### config.mk
export PLATFORM = sky130hd
export DESIGN_NAME = rx_byte_register_flat
export DESIGN_NICKNAME = d
export VERILOG_FILES = /design/src/rtl/rx_byte_register_pkg.sv /design/src/rtl/rx_byte_register_if.sv /design/src/rtl/rx_byte_register_sr.sv /design/src/rtl/rx_byte_register.sv /design/src/flat_wrapper.sv
export SDC_FILE = /design/constraint.sdc
export NUM_CORES = 1
export LEC_CHECK = 0
export ABC_AREA = 1
export CORE_AREA = 2 2 79 81
export CTS_CLUSTER_DIAMETER = 40
export DETAILED_ROUTE_END_ITERATION = 8
export DIE_AREA = 0 0 81 83
export GPL_ROUTABILITY_DRIVEN = 1
export PLACE_DENSITY_LB_ADDON = 0.05
export SLEW_MARGIN = 20
export SYNTH_ARGS = -nofsm -noshare
export SYNTH_HDL_FRONTEND = slang
export SYNTH_SLANG_ARGS = --single-unit
### constraint.sdc
create_clock -name clk -period 4.9 [get_ports clk]
set_clock_uncertainty 0.05 [all_clocks]
set_input_delay 0.98 -clock clk [delete_from_list [all_inputs] [get_ports clk]]
set_output_delay 0.98 -clock clk [all_outputs]
set_load 0.01 [all_outputs]
### src/rtl/rx_byte_register_pkg.sv
// ---------------------------------------------------------------------------
// rx_pkg
// Shared types and constants for the receive byte register slice.
//   rx_state_t : packet-level state of the byte register
//   BYTE_W     : width of an assembled byte
//   CRC_BYTES  : number of trailing CRC bytes held back from the FIFO
//   DCOUNT_W   : width of the payload byte counter
// ---------------------------------------------------------------------------
package rx_pkg;

    typedef enum logic [1:0] {
        IDLE = 2'd0,
        PID  = 2'd1,
        DATA = 2'd2
    } rx_state_t;

    localparam int BYTE_W    = 8;
    localparam int CRC_BYTES = 2;
    localparam int DCOUNT_W  = 7;

endpackage

### src/rtl/rx_byte_register_if.sv
// ---------------------------------------------------------------------------
// rx_byte_register_if
// Bundles the decoder-side strobes and the FSM/FIFO-side results of the
// receive byte register.
//   master : bit-level decoder / packet framing (drives strobes, sees results)
//   slave  : rx_byte_register
// Signals:
//   packet_start, packet_end, shift_enable, bit_in   decoder -> register
//   pid_byte/pid_valid, fifo_byte/fifo_wr,
//   crc_bytes/crc_valid, data_count, err_*           register -> FSM/FIFO
// ---------------------------------------------------------------------------
interface rx_byte_register_if;
    import rx_pkg::*;

    logic                  packet_start;
    logic                  packet_end;
    logic                  shift_enable;
    logic                  bit_in;

    logic [BYTE_W-1:0]     pid_byte;
    logic                  pid_valid;
    logic [BYTE_W-1:0]     fifo_byte;
    logic                  fifo_wr;
    logic [2*BYTE_W-1:0]   crc_bytes;
    logic                  crc_valid;
    logic [DCOUNT_W-1:0]   data_count;
    logic                  err_align;
    logic                  err_short;
    logic                  err_overflow;

    modport master (
        output packet_start, packet_end, shift_enable, bit_in,
        input  pid_byte, pid_valid, fifo_byte, fifo_wr, crc_bytes, crc_valid,
               data_count, err_align, err_short, err_overflow
    );

    modport slave (
        input  packet_start, packet_end, shift_enable, bit_in,
        output pid_byte, pid_valid, fifo_byte, fifo_wr, crc_bytes, crc_valid,
               data_count, err_align, err_short, err_overflow
    );

endinterface

### src/rtl/rx_byte_register_sr.sv
// ---------------------------------------------------------------------------
// flex_stp_sr
// Serial-to-parallel shift register.
//   clk, rst      : clock, asynchronous active-high reset
//   shift_enable  : accept serial_in this cycle
//   serial_in     : incoming bit
//   next_word     : register contents including this cycle's accepted bit,
//                   so a caller can capture a word on its completing strobe
// SHIFT_MSB = 0 shifts towards the LSB (first bit ends up in bit 0 once the
// word is full); SHIFT_MSB = 1 shifts towards the MSB.
// ---------------------------------------------------------------------------
module flex_stp_sr #(
    parameter int NUM_BITS  = 8,
    parameter bit SHIFT_MSB = 1'b0
) (
    input  logic                clk,
    input  logic                rst,
    input  logic                shift_enable,
    input  logic                serial_in,
    output logic [NUM_BITS-1:0] next_word
);

    logic [NUM_BITS-1:0] sr;
    logic [NUM_BITS-1:0] shifted;

    generate
        if (SHIFT_MSB) begin : g_msb
            assign shifted = {sr[NUM_BITS-2:0], serial_in};
        end else begin : g_lsb
            assign shifted = {serial_in, sr[NUM_BITS-1:1]};
        end
    endgenerate

    assign next_word = shift_enable ? shifted : sr;

    // NOTE: sequential state uses non-blocking assignments so every flop
    // samples pre-edge values regardless of statement order.
    always_ff @(posedge clk or posedge rst) begin
        if (rst) begin
            sr <= '0;
        end else if (shift_enable) begin
            sr <= shifted;
        end
    end

endmodule

### src/rtl/rx_byte_register.sv
// ---------------------------------------------------------------------------
// rx_byte_register
// Assembles decoded serial bits (LSB first) into bytes. The first byte of a
// packet is the PID, the last two are the CRC, everything between goes to the
// RX FIFO. Payload bytes are delayed two bytes deep so CRC bytes never reach
// the FIFO.
//   clk, rst   : clock, asynchronous active-high reset
//   bus.slave  : packet_start/packet_end/shift_enable/bit_in in;
//                pid_byte/pid_valid, fifo_byte/fifo_wr, crc_bytes/crc_valid,
//                data_count, err_align, err_short, err_overflow out
// NUM_BITS must equal rx_pkg::BYTE_W.
// ---------------------------------------------------------------------------
module rx_byte_register
    import rx_pkg::*;
#(
    parameter int NUM_BITS       = 8,
    parameter int MAX_DATA_BYTES = 64
) (
    input  logic                clk,
    input  logic                rst,
    rx_byte_register_if.slave   bus
);

    localparam int                    CNT_W    = $clog2(NUM_BITS);
    localparam logic [CNT_W-1:0]      LAST_BIT = CNT_W'(NUM_BITS - 1);
    localparam logic [DCOUNT_W-1:0]   MAX_CNT  = DCOUNT_W'(MAX_DATA_BYTES);
    localparam logic [1:0]            FULL     = 2'(CRC_BYTES);

    rx_state_t             state;
    logic [CNT_W-1:0]      bit_cnt;
    logic [1:0]            fill;
    logic [BYTE_W-1:0]     hold0;   // newest held byte
    logic [BYTE_W-1:0]     hold1;   // oldest held byte
    logic [NUM_BITS-1:0]   new_byte;
    logic                  sr_shift;
    logic                  byte_done;

    // Start and end strobes win over a coincident bit, which is dropped.
    assign sr_shift  = bus.shift_enable && (state != IDLE) &&
                       !bus.packet_start && !bus.packet_end;
    assign byte_done = sr_shift && (bit_cnt == LAST_BIT);

    flex_stp_sr #(
        .NUM_BITS  (NUM_BITS),
        .SHIFT_MSB (1'b0)
    ) u_sr (
        .clk          (clk),
        .rst          (rst),
        .shift_enable (sr_shift),
        .serial_in    (bus.bit_in),
        .next_word    (new_byte)
    );

    always_ff @(posedge clk or posedge rst) begin
        if (rst) begin
            // NOTE: the hold pipeline is a handful of flops, not a RAM, so it
            // is reset with everything else and never leaks a stale byte.
            state            <= IDLE;
            bit_cnt          <= '0;
            fill             <= '0;
            hold0            <= '0;
            hold1            <= '0;
            bus.pid_byte     <= '0;
            bus.pid_valid    <= 1'b0;
            bus.fifo_byte    <= '0;
            bus.fifo_wr      <= 1'b0;
            bus.crc_bytes    <= '0;
            bus.crc_valid    <= 1'b0;
            bus.data_count   <= '0;
            bus.err_align    <= 1'b0;
            bus.err_short    <= 1'b0;
            bus.err_overflow <= 1'b0;
        end else begin
            bus.pid_valid <= 1'b0;
            bus.fifo_wr   <= 1'b0;
            bus.crc_valid <= 1'b0;

            if (bus.packet_start) begin
                // Restart from any state; held bytes are discarded unwritten.
                state            <= PID;
                bit_cnt          <= '0;
                fill             <= '0;
                hold0            <= '0;
                hold1            <= '0;
                bus.data_count   <= '0;
                bus.err_align    <= 1'b0;
                bus.err_short    <= 1'b0;
                bus.err_overflow <= 1'b0;
            end else if (bus.packet_end && state != IDLE) begin
                if (bit_cnt != '0) begin
                    bus.err_align <= 1'b1;
                end
                // fill is always 0 in PID, so this covers both states.
                if (fill == FULL) begin
                    bus.crc_bytes <= {hold1, hold0};
                    bus.crc_valid <= 1'b1;
                end else if (fill == 2'd1) begin
                    bus.err_short <= 1'b1;
                end
                state   <= IDLE;
                bit_cnt <= '0;
            end else if (sr_shift) begin
                bit_cnt <= byte_done ? '0 : bit_cnt + 1'b1;
                if (byte_done) begin
                    case (state)
                        PID: begin
                            bus.pid_byte  <= new_byte;
                            bus.pid_valid <= 1'b1;
                            state         <= DATA;
                        end
                        DATA: begin
                            hold1 <= hold0;
                            hold0 <= new_byte;
                            if (fill == FULL) begin
                                // The oldest byte is now known not to be CRC.
                                if (bus.data_count == MAX_CNT) begin
                                    bus.err_overflow <= 1'b1;
                                end else begin
                                    bus.fifo_byte  <= hold1;
                                    bus.fifo_wr    <= 1'b1;
                                    bus.data_count <= bus.data_count + 1'b1;
                                end
                            end else begin
                                fill <= fill + 1'b1;
                            end
                        end
                        default: ;
                    endcase
                end
            end
        end
    end

endmodule

### src/flat_wrapper.sv
// flat-port wrapper written by rule: the top's interface ports become plain ports
module rx_byte_register_flat import rx_pkg::*;
#(
    parameter int NUM_BITS       = 8,
    parameter int MAX_DATA_BYTES = 64
)
  (clk, rst, bus_packet_start, bus_packet_end, bus_shift_enable, bus_bit_in, bus_pid_byte, bus_pid_valid, bus_fifo_byte, bus_fifo_wr, bus_crc_bytes, bus_crc_valid, bus_data_count, bus_err_align, bus_err_short, bus_err_overflow);
  rx_byte_register_if bus_i ();
  input  logic clk;
  input  logic rst;
  input wire logic [$bits(bus_i.packet_start)-1:0] bus_packet_start;
  input wire logic [$bits(bus_i.packet_end)-1:0] bus_packet_end;
  input wire logic [$bits(bus_i.shift_enable)-1:0] bus_shift_enable;
  input wire logic [$bits(bus_i.bit_in)-1:0] bus_bit_in;
  output wire logic [$bits(bus_i.pid_byte)-1:0] bus_pid_byte;
  output wire logic [$bits(bus_i.pid_valid)-1:0] bus_pid_valid;
  output wire logic [$bits(bus_i.fifo_byte)-1:0] bus_fifo_byte;
  output wire logic [$bits(bus_i.fifo_wr)-1:0] bus_fifo_wr;
  output wire logic [$bits(bus_i.crc_bytes)-1:0] bus_crc_bytes;
  output wire logic [$bits(bus_i.crc_valid)-1:0] bus_crc_valid;
  output wire logic [$bits(bus_i.data_count)-1:0] bus_data_count;
  output wire logic [$bits(bus_i.err_align)-1:0] bus_err_align;
  output wire logic [$bits(bus_i.err_short)-1:0] bus_err_short;
  output wire logic [$bits(bus_i.err_overflow)-1:0] bus_err_overflow;
  assign bus_i.packet_start = bus_packet_start;
  assign bus_i.packet_end = bus_packet_end;
  assign bus_i.shift_enable = bus_shift_enable;
  assign bus_i.bit_in = bus_bit_in;
  assign bus_pid_byte = bus_i.pid_byte;
  assign bus_pid_valid = bus_i.pid_valid;
  assign bus_fifo_byte = bus_i.fifo_byte;
  assign bus_fifo_wr = bus_i.fifo_wr;
  assign bus_crc_bytes = bus_i.crc_bytes;
  assign bus_crc_valid = bus_i.crc_valid;
  assign bus_data_count = bus_i.data_count;
  assign bus_err_align = bus_i.err_align;
  assign bus_err_short = bus_i.err_short;
  assign bus_err_overflow = bus_i.err_overflow;
  rx_byte_register #(.NUM_BITS(NUM_BITS), .MAX_DATA_BYTES(MAX_DATA_BYTES)) u_core (.clk(clk), .rst(rst), .bus(bus_i));
endmodule
==> flow_metrics.tcl, run 1 <==
set metrics [dict create \
    hold_viol 0 \
    worst_setup_path_start_kind "input pin" \
    antenna_found_initial 0 \
    outcome "completed" \
    cp_slowest_cell "inv_1" \
    syn-num-nets 369 \
    cts_resized 0 \
    yosysUniqueCellTypes 27 \
    multi_input_area_um2 1100 \
    min_path_cells 2 \
    dp_hpwl_um 4040 \
    clock.fmax_ghz 0.368 \
    r2r_setup_slack_ns 2.85 \
    num_vias 2451 \
    setup_viol 0 \
    drv_cap 0 \
    hold_end "u_core.hold1[2]" \
    post_cts_buffers 0 \
    vdd_drop_max_uv 234 \
    ioPinCount 51 \
    dp_cells 470 \
    numPortBuffers 50 \
    grt_pass1_wl_um 10400 \
    ys_seq_area_share_pct 57.3 \
    cp_max_fo 24 \
    cts-root-buf "clkbuf_8" \
    diodes 0 \
    r2r_start "u_core.fill[0]" \
    min_period_ns 2.72 \
    dieArea_um2 6720 \
    ant_nets 0 \
    cts_max_level 3 \
    avgSynthCellArea_um2 9.20 \
    cts_made_buffers 9 \
    grt_max_degree 45 \
    wl_um 6020 \
    wl_per_cell_um 12.4 \
    ctsLongestPathBuffers 2 \
    core_um2 5820 \
    netlist_area_um2 3280 \
    leakagePower_nw 1.95 \
    area_delta_synth_final_pct 23.1 \
    finalCritPeriodShare_pct 55.5 \
    seq_area_um2 1880 \
    cts.hold.buffers_added 0 \
    critPathKind "input pin to register" \
    clkTransAtPathRegs_ns 0.07 \
    tightest_slew_ns 0.983 \
    place_congestion 0.803 \
    crit_start "bus_packet_start" \
    clk_latency_ns 0.34 \
    drcViolationCount 0 \
    syn_inst 356 \
    instances_no_fill 486 \
    drive_above_1_share_pct 8.76 \
    path_delay_family "buffers and inverters" \
    worstHoldStart "u_core.hold0[2]" \
    synth_warnings 0 \
    vias_per_cell 5.04 \
    synth-seq-cells 75 \
    report.final.slew_viol_count 0 \
    path_cells "clkdlybuf4s50_1 -> inv_1 -> nand2_1 -> o21ai_0" \
    critPathBufInv 2 \
    nNetsFinal 419 \
    slew_headroom_pct 34.3 \
    initial_core_util_pct 56.3 \
    track_usage_pct 20.0 \
    die_w_um 81 \
    cts_tree "done" \
    worstReg2RegEnd "u_core.bus.crc_bytes[3]" \
    r2r_cells 6 \
    critical_path.endpoint_type "register" \
    worstPathArrival_ns 2.92 \
    grt_pass1_vias 2203 \
    first_pass_iters 4 \
    hold_path_class "register to register" \
    p_per_area_nw_per_um2 365 \
    die_y_um 83 \
    drtIter0Drc 149 \
    fill_cells 469 \
    grt.overflow.total 0 \
    grt_setup_unrepaired "false" \
    slowest_delay_ns 0.59 \
    worstPathRequired_ns 5.10 \
    cts.sinks 75 \
    row_count 28 \
    tns_ns 0 \
]
==> power by group <==
part / internal [mW] / switching, mW
logic: 0.0885 / 0.101
registers: 0.672 / 0.0396
clock network: 0.351 / 0.218
total: 1.11 / 0.359
==> synth_stat cells (all sizes together) <==
master / number / share of area, %
nand3b: 1 / 0.23
o21bai: 1 / 0.23
nand2: 88 / 11
buf: 10 / 2.4
o21ai: 59 / 10
clkbuf: 2 / 0.27
a31oi: 1 / 0.19
a21oi: 4 / 0.61
nor2: 18 / 2.6
ha: 7 / 2.7
nand3: 27 / 4.5
a21boi: 1 / 0.23
inv: 56 / 6.5
xor2: 2 / 0.53
dfrtp: 75 / 57
xnor2: 1 / 0.27
nand4: 3 / 0.57
==> worst min-delay path: cells and delay by family (launching register included) <==
family / cells / cell delay (ns)
flops: 1 / 0.34
compound gates: 1 / 0.06
simple gates: 1 / 0.05
==> sequential cells by signal, summed over array words and instances (netlist names) <==
register / flops
u_core.u_sr.sr: 7
u_core.bus.err_align: 1
u_core.bus.err_short: 1
u_core.hold1: 8
u_core.bus.fifo_wr: 1
u_core.bus.data_count: 7
u_core.bus.pid_valid: 1
u_core.hold0: 8
u_core.bit_cnt: 3
u_core.bus.err_overflow: 1
u_core.bus.pid_byte: 8
u_core.fill: 2
u_core.state: 2
u_core.bus.fifo_byte: 8
u_core.bus.crc_valid: 1
u_core.bus.crc_bytes: 16
==> placed cells by master, fill, tap and decap left out, drive strengths merged <==
| cell type | count |
|---|---|
| a21boi | 1 |
| a21oi | 4 |
| a31oi | 1 |
| buf | 1 |
| bufinv | 3 |
| clkbuf | 11 |
| clkdlybuf4s50 | 50 |
| clkinv | 2 |
| dfrtp | 75 |
| ha | 7 |
| inv | 56 |
| nand2 | 88 |
| nand3 | 27 |
| nand3b | 1 |
| nand4 | 3 |
| nor2 | 18 |
| o21ai | 59 |
| o21bai | 1 |
| xnor2 | 1 |
| xor2 | 2 |
==> layout make-up <==
type | instances | share of cell area (%)
clock buffer | 11 | 3.51
clock inverter | 5 | 2.48
inverter | 56 | 5.27
multi-input combinational | 213 | 27.3
sequential | 75 | 46.5
tap | 75 | 2.33
timing repair buffer | 51 | 12.6
==> per-layer routing <==
layer / track usage (%) / routed length, µm
met5: 0 / 0
met2: 28.3 / 2690
met4: 8.17 / 17
met3: 3.80 / 312
met1: 30.1 / 3000
==> worst max-delay path by stage <==
| stage | slack, ns | depth (start not counted) | to |
|---|---|---|---|
| after detailed placement | 1.81 | 4 | u_core.hold1[1] |
| after floorplan | 1.96 | 1 | u_core.bit_cnt[0] |
| final | 2.18 | 4 | u_core.hold1[1] |
| after global placement | 1.89 | 4 | u_core.hold0[6] |
| after global routing | 1.93 | 4 | u_core.hold0[4] |
| after CTS | 2.18 | 4 | u_core.hold0[6] |
==> through the flow <==
step / setup WS (ns) / cell area (µm²) / hold slack [ns] / power [mW] / utilization [%]
3_5_place_dp: 1.81 / 3790 / 0.416 / 0.915 / 65.2
6_report: 2.18 / 4030 / 0.434 / 1.47 / 69.3
2_1_floorplan: 1.96 / 3280 / 0.403 / 0.819 / -
5_1_grt: 1.93 / 4030 / 0.464 / 1.54 / 69.3
4_1_cts: 2.18 / 4030 / 0.437 / 1.49 / 69.3
3_3_place_gp: 1.89 / 3790 / 0.412 / 0.908 / 65.2
==> cell families after synthesis <==
group                      after synthesis  share of synthesized area, %
AOI/OAI and AO/OA                       66                          11.7
and+or+nand+nor                        137                          18.4
buffers and inverters                   68                          9.13
adders and majority gates                7                          2.67
xor gates and xnor gates                 3                         0.802
DFF                                     75                          57.3
Note: power is estimated with default switching activity, not from simulation.
==> run 2, diff against run 1 <==
--- a/config.mk
+++ b/config.mk
@@ -6,10 +6,10 @@
 export NUM_CORES = 1
 export LEC_CHECK = 0
 export ABC_AREA = 1
-export CORE_AREA = 2 2 79 81
+export CORE_AREA = 2 2 86 88
 export CTS_CLUSTER_DIAMETER = 40
 export DETAILED_ROUTE_END_ITERATION = 8
-export DIE_AREA = 0 0 81 83
+export DIE_AREA = 0 0 88 90
 export GPL_ROUTABILITY_DRIVEN = 1
 export PLACE_DENSITY_LB_ADDON = 0.05
 export SLEW_MARGIN = 20
==> constraint.sdc (replaced) <==
create_clock -name clk -period 2.4 [get_ports clk]
set_clock_uncertainty 0.05 [all_clocks]
set_input_delay 0.48 -clock clk [delete_from_list [all_inputs] [get_ports clk]]
set_output_delay 0.48 -clock clk [all_outputs]
set_load 0.01 [all_outputs]
==> run 2 against run 1 <==
  * Global-route usage down 2.0 points
  * Largest cell class unchanged
  * Largest power group unchanged
  * Critical endpoint is now bus_data_count[2]
  * Sequential share of layout area down 0.92 points
  * Via count down 1.3%
  * Critical path depth down 3
  * Hold slack worse by 0.042 ns
  * Combinational power up 110%
  * Clock power up 93%
  * Setup slack worse by 1.7 ns
  * First-iteration DRC count up 27%
  * Final cell count up 6.0%
  * Flip-flop and latch count unchanged
  * Utilization down 11 points
==> flow_metrics.tcl, run 2 (synthesis results as in run 1) <==
set metrics [dict create \
    row_count 31 \
    final_common_cell "nand2_1" \
    nNetsFinal 424 \
    initial_core_util_pct 46.7 \
    fin_area_um2 4110 \
    fill_cells 623 \
    r2r_setup_slack_ns 0.77 \
    ioPinCount 51 \
    worstReg2RegEnd "u_core.bus.fifo_byte[7]" \
    place_congestion 0.835 \
    place_ws_ns 0.327 \
    fin_ws_ns 0.454 \
    grt_pass1_vias 2347 \
    worstPathArrival_ns 1.42 \
    leakagePower_nw 1.97 \
    slowest_delay_ns 0.59 \
    ctsLongestPathBuffers 2 \
    cts_resized 0 \
    critical_path.endpoint_type "primary output" \
    grt.overflow.total 0 \
    first_pass_iters 6 \
    dieArea_um2 7920 \
    cp_max_fo 7 \
    path_cells "clkdlybuf4s50_1" \
    cts.sinks 75 \
    die_y_um 90 \
    cts_max_level 3 \
    ant_nets 0 \
    clock.fmax_ghz 0.514 \
    p_total_mw 2.95 \
    dp_hpwl_um 4280 \
    track_usage_pct 17.9 \
    hold_path_class "input pin to async pin" \
    r2r_start "u_core.bus.data_count[0]" \
    critPathKind "register to primary output" \
    place_area_um2 3890 \
    hold_viol 0 \
    cts-root-buf "clkbuf_8" \
    report.final.slew_viol_count 0 \
    cp_slowest_cell "clkdlybuf4s50_1" \
    num_vias 2420 \
    cts_tree "done" \
    instances_no_fill 515 \
    vias_per_cell 4.70 \
    largest_reg_flops 16 \
    die_w_um 88 \
    diodes 0 \
    critPathBufInv 1 \
    p_per_area_nw_per_um2 716 \
    slew_headroom_pct 71.4 \
    finalCritPeriodShare_pct 81.1 \
    grt_setup_unrepaired "false" \
    drcViolationCount 0 \
    outcome "completed" \
    layout_common_cells "nand2_1 (86), dfrtp_1 (75), inv_1 (54)" \
    numPortBuffers 50 \
    largest_register "u_core.bus.crc_bytes" \
    whs_ns 0.391 \
    drive_above_1_share_pct 10.1 \
    antenna_found_initial 0 \
    tns_ns 0 \
    wl_per_cell_um 12.2 \
    dp_cells 499 \
    grt_pass1_wl_um 11100 \
    post_cts_buffers 0 \
    area_delta_synth_final_pct 25.6 \
    cts_made_buffers 9 \
    worstPathRequired_ns 1.87 \
    vdd_drop_max_uv 337 \
    clkTransAtPathRegs_ns 0.08 \
    worst_setup_path_start_kind "register" \
    r2r_cells 10 \
    path_delay_family "buffers and inverters" \
    setup_viol 0 \
    tightest_slew_ns 0.428 \
    core_um2 7020 \
    clk_latency_ns 0.34 \
    grt_max_degree 41 \
    drtIter0Drc 189 \
    drv_cap 0 \
    cts.hold.buffers_added 0 \
    postLayoutCoreUtil_pct 58.6 \
    wl_um 6280 \
    min_period_ns 1.95 \
]
## run 2: routing by layer
metal / vias up / part of all wire [%] / track usage [%]
li1: 1232 / - / -
met1: 1117 / 51 / 27.0
met2: 63 / 42 / 25.0
met3: 8 / 4.4 / 3.40
met4: 0 / 1.9 / 8.08
met5: - / 0 / 0
## run 2: layout make-up
type | instances | area [µm²] | area share (%)
clock buffers | 11 | 151 | 3.68
clock inverters | 5 | 75.1 | 1.82
inverters | 56 | 216 | 5.26
multi-input cells | 213 | 1100 | 26.7
well taps | 99 | 124 | 3.01
flip-flops and latches | 75 | 1880 | 45.6
repair buffers | 56 | 571 | 13.9
## run 2: report_power, final
group	internal (mW)	switching, mW
Sequential	1.37	0.0762
Combinational	0.191	0.210
Clock	0.637	0.460
## run 2: how the worst max path moves through the flow
stage                        startpoint                       to  slack, ns  cells after the start
2_1_floorplan  u_core.bus.data_count[0]  u_core.bus.fifo_byte[3]       0.89                     11
3_3_place_gp           bus_packet_start  u_core.bus.fifo_byte[3]       0.38                      7
3_5_place_dp           bus_packet_start  u_core.bus.fifo_byte[7]       0.33                      7
4_1_cts        u_core.bus.data_count[2]        bus_data_count[2]       0.44                      1
5_1_grt        u_core.bus.data_count[2]        bus_data_count[2]       0.39                      1
6_report       u_core.bus.data_count[2]        bus_data_count[2]       0.45                      1
==> run 3, diff against run 2 <==
==> constraint.sdc (replaced) <==
create_clock -name clk -period 1.7 [get_ports clk]
set_clock_uncertainty 0.05 [all_clocks]
set_input_delay 0.34 -clock clk [delete_from_list [all_inputs] [get_ports clk]]
set_output_delay 0.34 -clock clk [all_outputs]
set_load 0.01 [all_outputs]
==> run 3 against run 2 <==
  * Hold slack worse by 0.11 ns
  * Via count is 3.4% higher
  * Critical path type unchanged
  * First-iteration DRC count is 31% lower
  * Utilization is 2.7 points higher
  * Flip-flop and latch count stayed put
  * Sequential power is 41% higher
  * Count of clock-buffer cells in the layout is 1 lower
  * Wire length is 3.1% higher
==> flow_metrics.tcl, run 3 (synthesis results as in run 1) <==
set metrics [dict create \
    dp_hpwl_um 4550 \
    area_delta_synth_final_pct 31.3 \
    intPower_mw 2.92 \
    critical_path.endpoint_type "primary output" \
    switching_share_pct 26.9 \
    drcViolationCount 0 \
    min_period_ns 1.64 \
    critPathKind "register to primary output" \
    final_common_cell "nand2_1" \
    place_ws_ns -0.158 \
    combPwrFrac_pct 15.2 \
    initial_core_util_pct 46.7 \
    dieArea_um2 7920 \
    grt_setup_unrepaired "false" \
    p_seq_share_pct 51.3 \
    outcome "completed" \
    path_delay_family "buffers and inverters" \
    clkTransAtPathRegs_ns 0.08 \
    fin_ws_ns 0.0568 \
    critPathBufInv 1 \
    drv_cap 0 \
    cts-root-buf "clkbuf_8" \
    ctsLongestPathBuffers 2 \
    grt_pass1_vias 2465 \
    wl_um 6480 \
    core_um2 7020 \
    worstPathRequired_ns 1.31 \
    tns_ns 0 \
    multi_input_area_um2 1120 \
    die_w_um 88 \
    track_usage_pct 18.1 \
    ioPinCount 51 \
    worst_setup_path_start_kind "register" \
    ant_nets 0 \
    place_congestion 0.822 \
    clock.fmax_ghz 0.609 \
    vdd_drop_max_uv 696 \
    first_pass_iters 5 \
    cp_slowest_cell "clkdlybuf4s50_1" \
    grt_pass1_wl_um 11500 \
    cts.sinks 75 \
    setup_viol 0 \
    worstPathArrival_ns 1.25 \
    grt_max_degree 37 \
    slowest_delay_ns 0.54 \
    slew_headroom_pct 75.1 \
    seq_area_um2 1880 \
    layout_common_cells "nand2_1 (86), dfrtp_1 (71), inv_1 (54)" \
    antenna_found_initial 0 \
    grt.overflow.total 0 \
    p_clk_share_pct 33.5 \
    report.final.slew_viol_count 0 \
    drive_above_1_share_pct 15.1 \
    cts_tree "done" \
    die_y_um 90 \
    whs_ns 0.281 \
    cp_max_fo 2 \
    diodes 0 \
    p_per_area_nw_per_um2 928 \
    cts_made_buffers 9 \
    cts.hold.buffers_added 0 \
    drtIter0Drc 130 \
    cts_max_level 3 \
    numPortBuffers 50 \
    tightest_slew_ns 0.372 \
    finalCritPeriodShare_pct 96.7 \
    vias_per_cell 4.68 \
    largest_register "u_core.bus.crc_bytes" \
    nNetsFinal 444 \
    largest_reg_flops 16 \
    hold_viol 0 \
    num_vias 2502 \
    row_count 31 \
    p_switching_mw 1.07 \
    path_cells "clkdlybuf4s50_1" \
    clk_latency_ns 0.33 \
    fill_cells 615 \
    hold_path_class "input pin to async pin" \
    leakagePower_nw 2.06 \
    wl_per_cell_um 12.1 \
]
-- run 3: cell types whose count changed in the layout (fill, tap and decap cells not counted), sizes merged --
cell           change
buf               +20
clkdlybuf4s50      -3
dlygate4sd2        +3
bufinv             -1
clkbuf             -1
clkinvlp           +1
inv                +1
-- run 3: repair_timing --
action / in CTS / in global routing
hold endpoints to repair: 0 / 0
buffers inserted: 4 / 0
endpoints found under the setup margin: 7 / 16
resized for setup: 7 / 3
-- run 3: cell type report --
cell class,count,area share [%]
clock buffers,10,2.97
clock inverters,6,1.51
inverters,56,5.03
multi-input cells,213,26.0
flip-flops and latches,75,43.7
well taps,99,2.88
repair buffers,76,17.8
-- run 3: stage by stage --
| step | cells | util, % | total power [mW] | cell area (µm²) |
|---|---|---|---|---|
| 2_1_floorplan | 356 | - | 2.36 | 3280 |
| 3_3_place_gp | 515 | 57.8 | 2.68 | 4060 |
| 3_5_place_dp | 515 | 57.8 | 2.70 | 4060 |
| 4_1_cts | 535 | 61.0 | 4.04 | 4280 |
| 5_1_grt | 535 | 61.3 | 4.20 | 4300 |
| 6_report | 535 | 61.3 | 3.99 | 4300 |
-- run 3: path summary, 6_finish.rpt --
path | startpoint | endpoint | slack, ns | cells past startpoint
max in group asynchronous | rst | u_core.bus.data_count[2] | 0.83 | 3
setup reg to reg | u_core.bit_cnt[0] | u_core.bus.pid_byte[0] | 0.15 | 8
min in group clk | u_core.hold0[5] | u_core.hold1[5] | 0.43 | 2
setup / recovery | u_core.bus.crc_bytes[0] | bus_crc_bytes[0] | 0.06 | 1
hold / removal | rst | u_core.hold0[2] | 0.28 | 2
hold reg to reg | u_core.hold0[5] | u_core.hold1[5] | 0.43 | 2
-- run 3: power by group through the flow --
stage	combinational (mW)	clock (mW)	sequential, mW
floorplan	0.263	0	2.10
CTS	0.618	1.37	2.05
detailed placement	0.617	0	2.08
finish	0.608	1.34	2.05
global placement	0.596	0	2.08
global route	0.686	1.45	2.07
-- run 3: per-layer routing --
metal	up-vias	global-route usage [%]	part of all wire (%)
met1	1171	27.4	49
met4	0	6.79	0.93
met5	-	0	0
met2	56	26.0	46
li1	1268	-	-
met3	7	3.12	4.2
